$ cat src/rtl/alu_share_arbiter.sv
// rtl/alu_share_arbiter.sv - round-robin front end sharing one combinational ALU between two requesters
module alu_share_arbiter #(
  parameter int DATA_W = 32,
  parameter int FUNC_W = 6
) (
  input  logic              Clk_in,
  input  logic              Reset_n_in,
  input  logic              Req0_valid_in,
  input  logic [FUNC_W-1:0] Req0_func_in,
  input  logic [DATA_W-1:0] Req0_a_in,
  input  logic [DATA_W-1:0] Req0_b_in,
  output logic              Req0_ready_out,
  input  logic              Req1_valid_in,
  input  logic [FUNC_W-1:0] Req1_func_in,
  input  logic [DATA_W-1:0] Req1_a_in,
  input  logic [DATA_W-1:0] Req1_b_in,
  output logic              Req1_ready_out,
  output logic              Resp0_valid_out,
  output logic              Resp1_valid_out,
  output logic [DATA_W-1:0] Resp_result_out,
  output logic              Resp_branch_out,
  output logic              Resp_jump_out,
  output logic              Resp_err_out,
  output logic [FUNC_W-1:0] Alu_func_out,
  output logic [DATA_W-1:0] Alu_a_out,
  output logic [DATA_W-1:0] Alu_b_out,
  input  logic [DATA_W-1:0] Alu_o_in,
  input  logic              Alu_branch_in,
  input  logic              Alu_jump_in,
  output logic              Busy_out
);

  logic              rr_ptr;
  logic              grant0;
  logic              grant1;
  logic              grant_any;
  logic              s1_valid;
  logic              s1_owner;
  logic [FUNC_W-1:0] s1_func;
  logic [DATA_W-1:0] s1_a;
  logic [DATA_W-1:0] s1_b;
  logic              s1_legal;
  logic              s2_valid;
  logic              s2_owner;

  // rr_ptr names the requester that wins when both are valid; ready is held low during reset
  assign grant0    = Reset_n_in & Req0_valid_in & (~Req1_valid_in | ~rr_ptr);
  assign grant1    = Reset_n_in & Req1_valid_in & (~Req0_valid_in | rr_ptr);
  assign grant_any = grant0 | grant1;

  assign Req0_ready_out = grant0;
  assign Req1_ready_out = grant1;

  always_comb begin
    s1_legal = 1'b0;
    casez (s1_func)
      6'b100???, 6'b101???, 6'b111???,
      6'b000000, 6'b000010, 6'b000011: s1_legal = 1'b1;
      default:                         s1_legal = 1'b0;
    endcase
  end

  // issue stage clears its payload when idle so the ALU inputs read zero
  always_ff @(posedge Clk_in or negedge Reset_n_in) begin
    if (!Reset_n_in) begin
      rr_ptr   <= 1'b0;
      s1_valid <= 1'b0;
      s1_owner <= 1'b0;
      s1_func  <= '0;
      s1_a     <= '0;
      s1_b     <= '0;
    end else begin
      s1_valid <= grant_any;
      s1_owner <= grant1;
      if (grant_any) begin
        rr_ptr <= grant0;
      end
      s1_func <= grant1 ? Req1_func_in : (grant0 ? Req0_func_in : '0);
      s1_a    <= grant1 ? Req1_a_in    : (grant0 ? Req0_a_in    : '0);
      s1_b    <= grant1 ? Req1_b_in    : (grant0 ? Req0_b_in    : '0);
    end
  end

  assign Alu_func_out = s1_func;
  assign Alu_a_out    = s1_a;
  assign Alu_b_out    = s1_b;

  // result payload only updates with a valid op so it holds between responses
  always_ff @(posedge Clk_in or negedge Reset_n_in) begin
    if (!Reset_n_in) begin
      s2_valid        <= 1'b0;
      s2_owner        <= 1'b0;
      Resp_result_out <= '0;
      Resp_branch_out <= 1'b0;
      Resp_jump_out   <= 1'b0;
      Resp_err_out    <= 1'b0;
    end else begin
      s2_valid <= s1_valid;
      if (s1_valid) begin
        s2_owner        <= s1_owner;
        Resp_err_out    <= ~s1_legal;
        Resp_result_out <= s1_legal ? Alu_o_in : '0;
        Resp_branch_out <= s1_legal & Alu_branch_in;
        Resp_jump_out   <= s1_legal & Alu_jump_in;
      end
    end
  end

  assign Resp0_valid_out = s2_valid & ~s2_owner;
  assign Resp1_valid_out = s2_valid & s2_owner;
  assign Busy_out        = s1_valid | s2_valid;

endmodule
$ cat config.mk
export PLATFORM = sky130hd
export DESIGN_NAME = alu_share_arbiter
export DESIGN_NICKNAME = d
export VERILOG_FILES = /design/src/rtl/alu_share_arbiter.sv
export SDC_FILE = /design/constraint.sdc
export NUM_CORES = 1
export LEC_CHECK = 0
export ABC_AREA = 1
export ABC_CLOCK_PERIOD_IN_PS = 3400
export BUFFER_PORTS_ARGS = -buffer_cell sky130_fd_sc_hd__clkbuf_2
export CAP_MARGIN = 20
export CELL_PAD_IN_SITES_DETAIL_PLACEMENT = 1
export CELL_PAD_IN_SITES_GLOBAL_PLACEMENT = 2
export CORE_AREA = 2 2 139 141
export DETAILED_ROUTE_END_ITERATION = 8
export DIE_AREA = 0 0 141 143
export PLACE_DENSITY_LB_ADDON = 0.1
export SYNTH_ARGS = -nofsm -noshare
export SYNTH_HDL_FRONTEND = slang
export SYNTH_SLANG_ARGS = --single-unit
export TNS_END_PERCENT = 1
$ cat constraint.sdc
create_clock -name Clk_in -period 3.4 [get_ports Clk_in]
set_clock_uncertainty 0.2 [all_clocks]
set_input_delay 0.85 -clock Clk_in [delete_from_list [all_inputs] [get_ports Clk_in]]
set_output_delay 0.85 -clock Clk_in [all_outputs]
set_load 0.05 [all_outputs]
==> results of run 1 <==
placed cells by master (no fill, tap or decap):
cell type   count
dfrtp_1       110
a21oi_4         1
buf_12          2
or2_2           1
inv_2           2
nand2_1       327
clkinvlp_4      3
clkbuf_2      284
bufinv_16       1
nand3b_1       34
buf_4           9
inv_1           6
o21ai_0         1
nand3_1         1
clkinv_2        2
clkbuf_1        1
clkbuf_16       9
nor2_1          2
worst min path at each step:
stage	end	from
finish	Alu_b_out[22]	Reset_n_in
detailed placement	s2_owner	s1_owner
global placement	s2_owner	s1_owner
floorplan	s2_valid	s1_valid
CTS	Alu_b_out[24]	Reset_n_in
global route	Alu_b_out[24]	Reset_n_in
registers in the layout, indices dropped and copies added (netlist names), 6 cells and up:
signal / count
Alu_a_out: 32
Resp_result_out: 32
Alu_b_out: 32
Alu_func_out: 6
layout make-up:
class / count / area (um^2)
Tap cell: 234 / 292.8
Inverter: 8 / 30.03
Clock buffer: 10 / 229.0
Fill cell: 2298 / 12160
Timing Repair Buffer: 295 / 1529
Sequential cell: 110 / 2753
Multi-Input combinational cell: 367 / 1523
Clock inverter: 6 / 62.56
metal layers:
metal | vias up | part of all wire, % | track usage, %
met5 | - | 0 | 0
met4 | 0 | 2.2 | 5.947
met3 | 20 | 9.4 | 6.338
met2 | 183 | 49 | 27.65
met1 | 2010 | 40 | 18.60
li1 | 2105 | - | -
cells by family after synthesis:
logic type	share of synthesized area, %
compound gates	0.4794
buf+inv	3.638
flops	62.04
simple gates	33.84
power groups by stage:
stage                     sequential (mW)  clock [mW]  combinational [mW]
final                                1.54        1.06                1.19
after global routing                 1.56        1.16                1.28
after CTS                            1.54        1.11                1.21
after detailed placement             1.57           0                1.21
after global placement               1.56           0                1.19
after floorplan                      2.10           0               0.260
critical path, cell delays in order, from the launching register on:
cell,delay (ns)
dfrtp_1,0.39
inv_2,0.05
buf_4,0.37
nand2_1,0.09
clkbuf_2,0.25
metrics by stage:
step	hold slack [ns]	total power, mW	instances	worst slack, ns
3_3_place_gp	0.2281	2.757	1014	0.8283
6_report	0.09237	3.790	1030	0.8521
3_5_place_dp	0.2342	2.773	1014	0.7798
2_1_floorplan	0.1487	2.363	512	0.8933
4_1_cts	0.07320	3.864	1030	0.8115
5_1_grt	0.07190	3.994	1030	0.7436
==> summary.txt, run 1 <==
status: finished, final reports clean
max-cap violations: 0
die width: 141 um
library cells used by synthesis: 12
DP HPWL: 12290 um
antenna violations before repair: 0
gr ovfl total: 0
final period utilization: 74.94%
Max VDD drop: 206.3 uV
synthesis-to-layout area growth: 44.67%
post-CTS sizing: 0
later-pin clock latency in the skew report: 0.34 ns
Finish-stage setup viols: 0
CP Max Fanout: 37
WL final: 16300 um
top_reg_cell synth: dfrtp_1
Post-CTS Setup Inserts: 0
clk sinks: 110
CP Launch Point: s1_valid
cell internal pwr: 2.313 mW
Arrival @ worst endpoint: 1.50 ns
Mapped Area: 4437 um^2
Max Root-Sink Buffers: 2
vias in the first global route: 4695
Net Sw Frac: 38.96%
Logic pwr share: 31.3%
measured slew at the worst slew-check pin: 0.9011 ns
Final ANT Viol Nets: 0
Flop pwr share: 40.6%
initial core utilization: 23.88%
H-Tree Depth: 3
die area: 20160 um^2
Root Driver: clkbuf_16
setup_tns: 0 ns
post-route cell area: 6419 um^2
drt wl/cell: 15.82 um
r2r endpoint: Resp_result_out[3]
initial DRC count: 126
leak pwr: 3.873 nW
CTS Buf Count: 9
clock power share: 28.0%
largest net degree at the start of global routing: 74
DRT Pass-1 Iters: 4
PwrDens: 590.4 nW/um^2
minimum clock period: 2.548 ns
vias per cell: 4.192
Ports: 288
Slew Viols, Final: 0
worst reg-to-reg setup slack: 1.37 ns
most frequent cell after synthesis: nand2_1
syn_area_per_cell: 8.666 um^2
CP required: 2.35 ns
Worst Hold Class: primary input to async pin
hold_buf cts: 0
Die Ht: 143 um
Psw: 1.476 mW
EDFF count, synth: 0
Post-synth top cells: 327 x nand2_1, 110 x dfrtp_1, 34 x nand3b_1
Async S/R FF share, synth: 100.0%
synthesis-stage register bit count: 110
yosys warns: 0
core box area: 18580 um^2
# DRC: 0
vias post-DR: 4318
Critical Path End: Busy_out
syn_nets: 690
Placed Area: 6127 um^2
cell taking the most area after synthesis: dfrtp_1
GRT Util Overall: 16.24%
CTS tree: yes
RSZ-0062 raised after global routing: false
final core occ: 34.55%
Yosys top cell area share: 62.04%
Post-Syn Instances: 512
global-route wire length before repair: 25130 um
WS Path Type: register to output pin
top post-synthesis cells by area: dfrtp_1 62%, nand2_1 28%, nand3b_1 5.8%, buf_2 2.7%, inv_1 0.51%
Clk pin slew, worst setup/hold paths: 0.07 ns
antenna diode count: 0
cells on worst reg2reg path: 6
worst relative slew slack: 39.78%
fmax: 392.5 MHz
layout cells sized above 1: 39.45%
row cnt: 50
Final Hold Violating Endpoints: 0
Critical R2R Launch: Alu_func_out[3]
I/O Buffers: 287
Post-layout nets: 969
post-synthesis sequential area ratio: 62.04%
Critical Path Sink Type: output pin
crit start category: register
routability congestion estimate: 0.7596
(Power assumes the default switching activity.)
==> run 2, diff against run 1 <==
--- a/config.mk
+++ b/config.mk
@@ -6,14 +6,14 @@
 export NUM_CORES = 1
 export LEC_CHECK = 0
 export ABC_AREA = 1
-export ABC_CLOCK_PERIOD_IN_PS = 3400
+export ABC_CLOCK_PERIOD_IN_PS = 2300
 export BUFFER_PORTS_ARGS = -buffer_cell sky130_fd_sc_hd__clkbuf_2
 export CAP_MARGIN = 20
 export CELL_PAD_IN_SITES_DETAIL_PLACEMENT = 1
 export CELL_PAD_IN_SITES_GLOBAL_PLACEMENT = 2
-export CORE_AREA = 2 2 139 141
+export CORE_AREA = 2 2 152 154
 export DETAILED_ROUTE_END_ITERATION = 8
-export DIE_AREA = 0 0 141 143
+export DIE_AREA = 0 0 154 156
 export PLACE_DENSITY_LB_ADDON = 0.1
 export SYNTH_ARGS = -nofsm -noshare
 export SYNTH_HDL_FRONTEND = slang
==> constraint.sdc (replaced) <==
create_clock -name Clk_in -period 2.3 [get_ports Clk_in]
set_clock_uncertainty 0.2 [all_clocks]
set_input_delay 0.575 -clock Clk_in [delete_from_list [all_inputs] [get_ports Clk_in]]
set_output_delay 0.575 -clock Clk_in [all_outputs]
set_load 0.05 [all_outputs]
==> run 2 against run 1 <==
Power up 46%. Non-clock buffer count increased by 2. Critical path type is now primary input to output pin. Highest routed layer is now met5. First-iteration DRC count shrank 44%. Critical path depth unchanged. Die area increased by 19%.
==> summary.txt, run 2 (synthesis results as in run 1) <==
status: finished, final reports clean (unchanged)
Logic pwr share: 31.8% (was 31.3%)
hold_buf cts: 1 (was 0)
filler instances: 2725 (was 2298)
measured slew at the worst slew-check pin: 0.5874 ns (was 0.9011 ns)
clk sinks: 110 (unchanged)
final period utilization: 88.41%
die width: 154 um (was 141 um)
RSZ-0062 raised after global routing: false (unchanged)
drt wl/cell: 15.59 um (was 15.82 um)
Root Driver: clkbuf_16 (unchanged)
Finish-stage setup viols: 0 (unchanged)
Ports: 288 (unchanged)
# DRC: 0 (unchanged)
post-CTS sizing: 0 (unchanged)
CP required: 1.52 ns (was 2.35 ns)
layout cells sized above 1: 39.35% (was 39.45%)
vias per cell: 4.059 (was 4.192)
antenna violations before repair: 2 (was 0)
Multi-input gate area: 1523 um^2 (unchanged)
Arrival @ worst endpoint: 1.26 ns (was 1.50 ns)
worst-path cell chain: buf_4 -> nand2_1 -> a21oi_4 -> clkbuf_2 (was inv_2 -> buf_4 -> nand2_1 -> clkbuf_2)
busiest layer in global routing: met2 (unchanged)
H-Tree Depth: 3 (unchanged)
initial core utilization: 19.84% (was 23.88%)
Worst Hold Class: primary input to async pin (unchanged)
row cnt: 55 (was 50)
Post-CTS Setup Inserts: 0 (unchanged)
initial DRC count: 70 (was 126)
cell internal pwr: 3.354 mW (was 2.313 mW)
commonest non-fill, non-tap cell in the layout: nand2_1 (unchanged)
routability congestion estimate: 0.7337 (was 0.7596)
minimum clock period: 2.033 ns
most frequent cells in the layout: 327 x nand2_1, 285 x clkbuf_2, 110 x dfrtp_1 (was 327 x nand2_1, 284 x clkbuf_2, 110 x dfrtp_1)
WS Path Type: primary input to output pin (was register to output pin)
core box area: 22370 um^2 (was 18580 um^2)
later-pin clock latency in the skew report: 0.34 ns (about the same)
I/O Buffers: 287 (unchanged)
worst relative slew slack: 60.84% (was 39.78%)
Slew Viols, Final: 0 (unchanged)
setup_tns: 0 ns (unchanged)
Worst path max stage delay: 0.32 ns (was 0.39 ns)
Post-layout nets: 971 (was 969)
GR met1 Demand/Resource: 15.63% (was 18.60%)
CP Max Fanout: 4 (was 37)
Net Sw Frac: 39.54% (was 38.96%)
Max Root-Sink Buffers: 2 (unchanged)
Max VDD drop: 399.9 uV (was 206.3 uV)
Final Hold Violating Endpoints: 0 (unchanged)
largest net degree at the start of global routing: 101 (was 74)
vias post-DR: 4396 (was 4318)
total power draw: 5.548 mW (was 3.790 mW)
routing usage on met2: 25.20% (was 27.65%)
fmax: 491.8 MHz
DRT Pass-1 Iters: 4 (unchanged)
met3 Use GR: 5.917% (was 6.338%)
die area: 24020 um^2 (was 20160 um^2)
Critical Path Slowest Stage Cell: clkbuf_2 (was dfrtp_1)
Critical Path Sink Type: output pin (unchanged)
crit start category: primary input (was register)
synthesis-to-layout area growth: 46.73% (was 44.67%)
Psw: 2.194 mW (was 1.476 mW)
Final ANT Viol Nets: 0 (unchanged)
max-cap violations: 0 (unchanged)
CTS tree: yes (unchanged)
global-route wire length before repair: 26470 um (was 25130 um)
CTS Buf Count: 9 (unchanged)
vias in the first global route: 4864 (was 4695)
Sequential Area: 2753 um^2 (unchanged)
gr ovfl total: 0 (unchanged)
clock power share: 27.2% (was 28.0%)
WL final: 16880 um (was 16300 um)
Clk pin slew, worst setup/hold paths: 0.08 ns (was 0.07 ns)
leak pwr: 3.885 nW (was 3.873 nW)
Flop pwr share: 41.0% (was 40.6%)
Die Ht: 156 um (was 143 um)
PwrDens: 852.2 nW/um^2 (was 590.4 nW/um^2)
DP HPWL: 12290 um (about the same)
antenna diode count: 0 (unchanged)
GRT Util Overall: 14.23% (was 16.24%)
-- run 2: cell count changes in the layout (fill, tap and decap cells not counted), sizes merged --
cell / change
clkinvlp: -1
bufinv: -1
clkbuf: +3
dlygate4sd3: +1
-- run 2: through the flow --
stage / area, um^2 / instances / hold WS (ns) / utilization, % / worst slack (ns)
2_1_floorplan: 4437 / 512 / 0.07941 / - / 0.3433
3_3_place_gp: 6221 / 1066 / 0.2357 / 27.82 / 0.2597
3_5_place_dp: 6221 / 1066 / 0.2432 / 27.82 / 0.2564
4_1_cts: 6510 / 1083 / 0.1624 / 29.11 / 0.2470
5_1_grt: 6510 / 1083 / 0.1748 / 29.11 / 0.2238
6_report: 6510 / 1083 / 0.1372 / 29.11 / 0.2666
-- run 2: power groups by stage --
stage,Sequential (mW),Combinational [mW],Clock [mW]
after floorplan,3.11,0.384,0
after global placement,2.31,1.78,0
after detailed placement,2.32,1.80,0
after global routing,2.31,1.90,1.66
after CTS,2.28,1.80,1.60
final,2.28,1.76,1.51
-- run 2: routing by layer --
| layer | wire length [um] | up-vias |
|---|---|---|
| li1 | - | 2109 |
| met1 | 6665 | 2108 |
| met2 | 8439 | 160 |
| met4 | 274 | 2 |
| met5 | 13 | - |
| met3 | 1487 | 17 |
-- run 2: path summary, 6_finish.rpt --
| kind | from | to | slack, ns | cells past startpoint |
|---|---|---|---|---|
| max reg2reg | Alu_func_out[3] | Resp_err_out | 0.80 | 7 |
| min reg2reg | s1_owner | s2_owner | 0.25 | 2 |
| min in group Clk_in | Req0_a_in[8] | Alu_a_out[8] | 0.21 | 3 |
| max in group asynchronous | Reset_n_in | rr_ptr | 1.22 | 3 |
| max | Reset_n_in | Req1_ready_out | 0.27 | 4 |
| min | Reset_n_in | Alu_a_out[9] | 0.14 | 2 |
-- run 2: area by class of cell --
cell class	count	area share, %
multi-input cells	367	23.39
well taps	285	5.478
repair buffers	297	24.10
flip-flops and latches	110	42.28
inverters	8	0.4613
clock inverters	4	0.4997
clock buffers	12	3.786
-- run 2: critical path, delay by kind of cell --
kind                   cells  cell delay [ns]
AOI/OAI and AO/OA          1             0.16
buffers and inverters      2             0.43
and+or+nand+nor            1             0.08
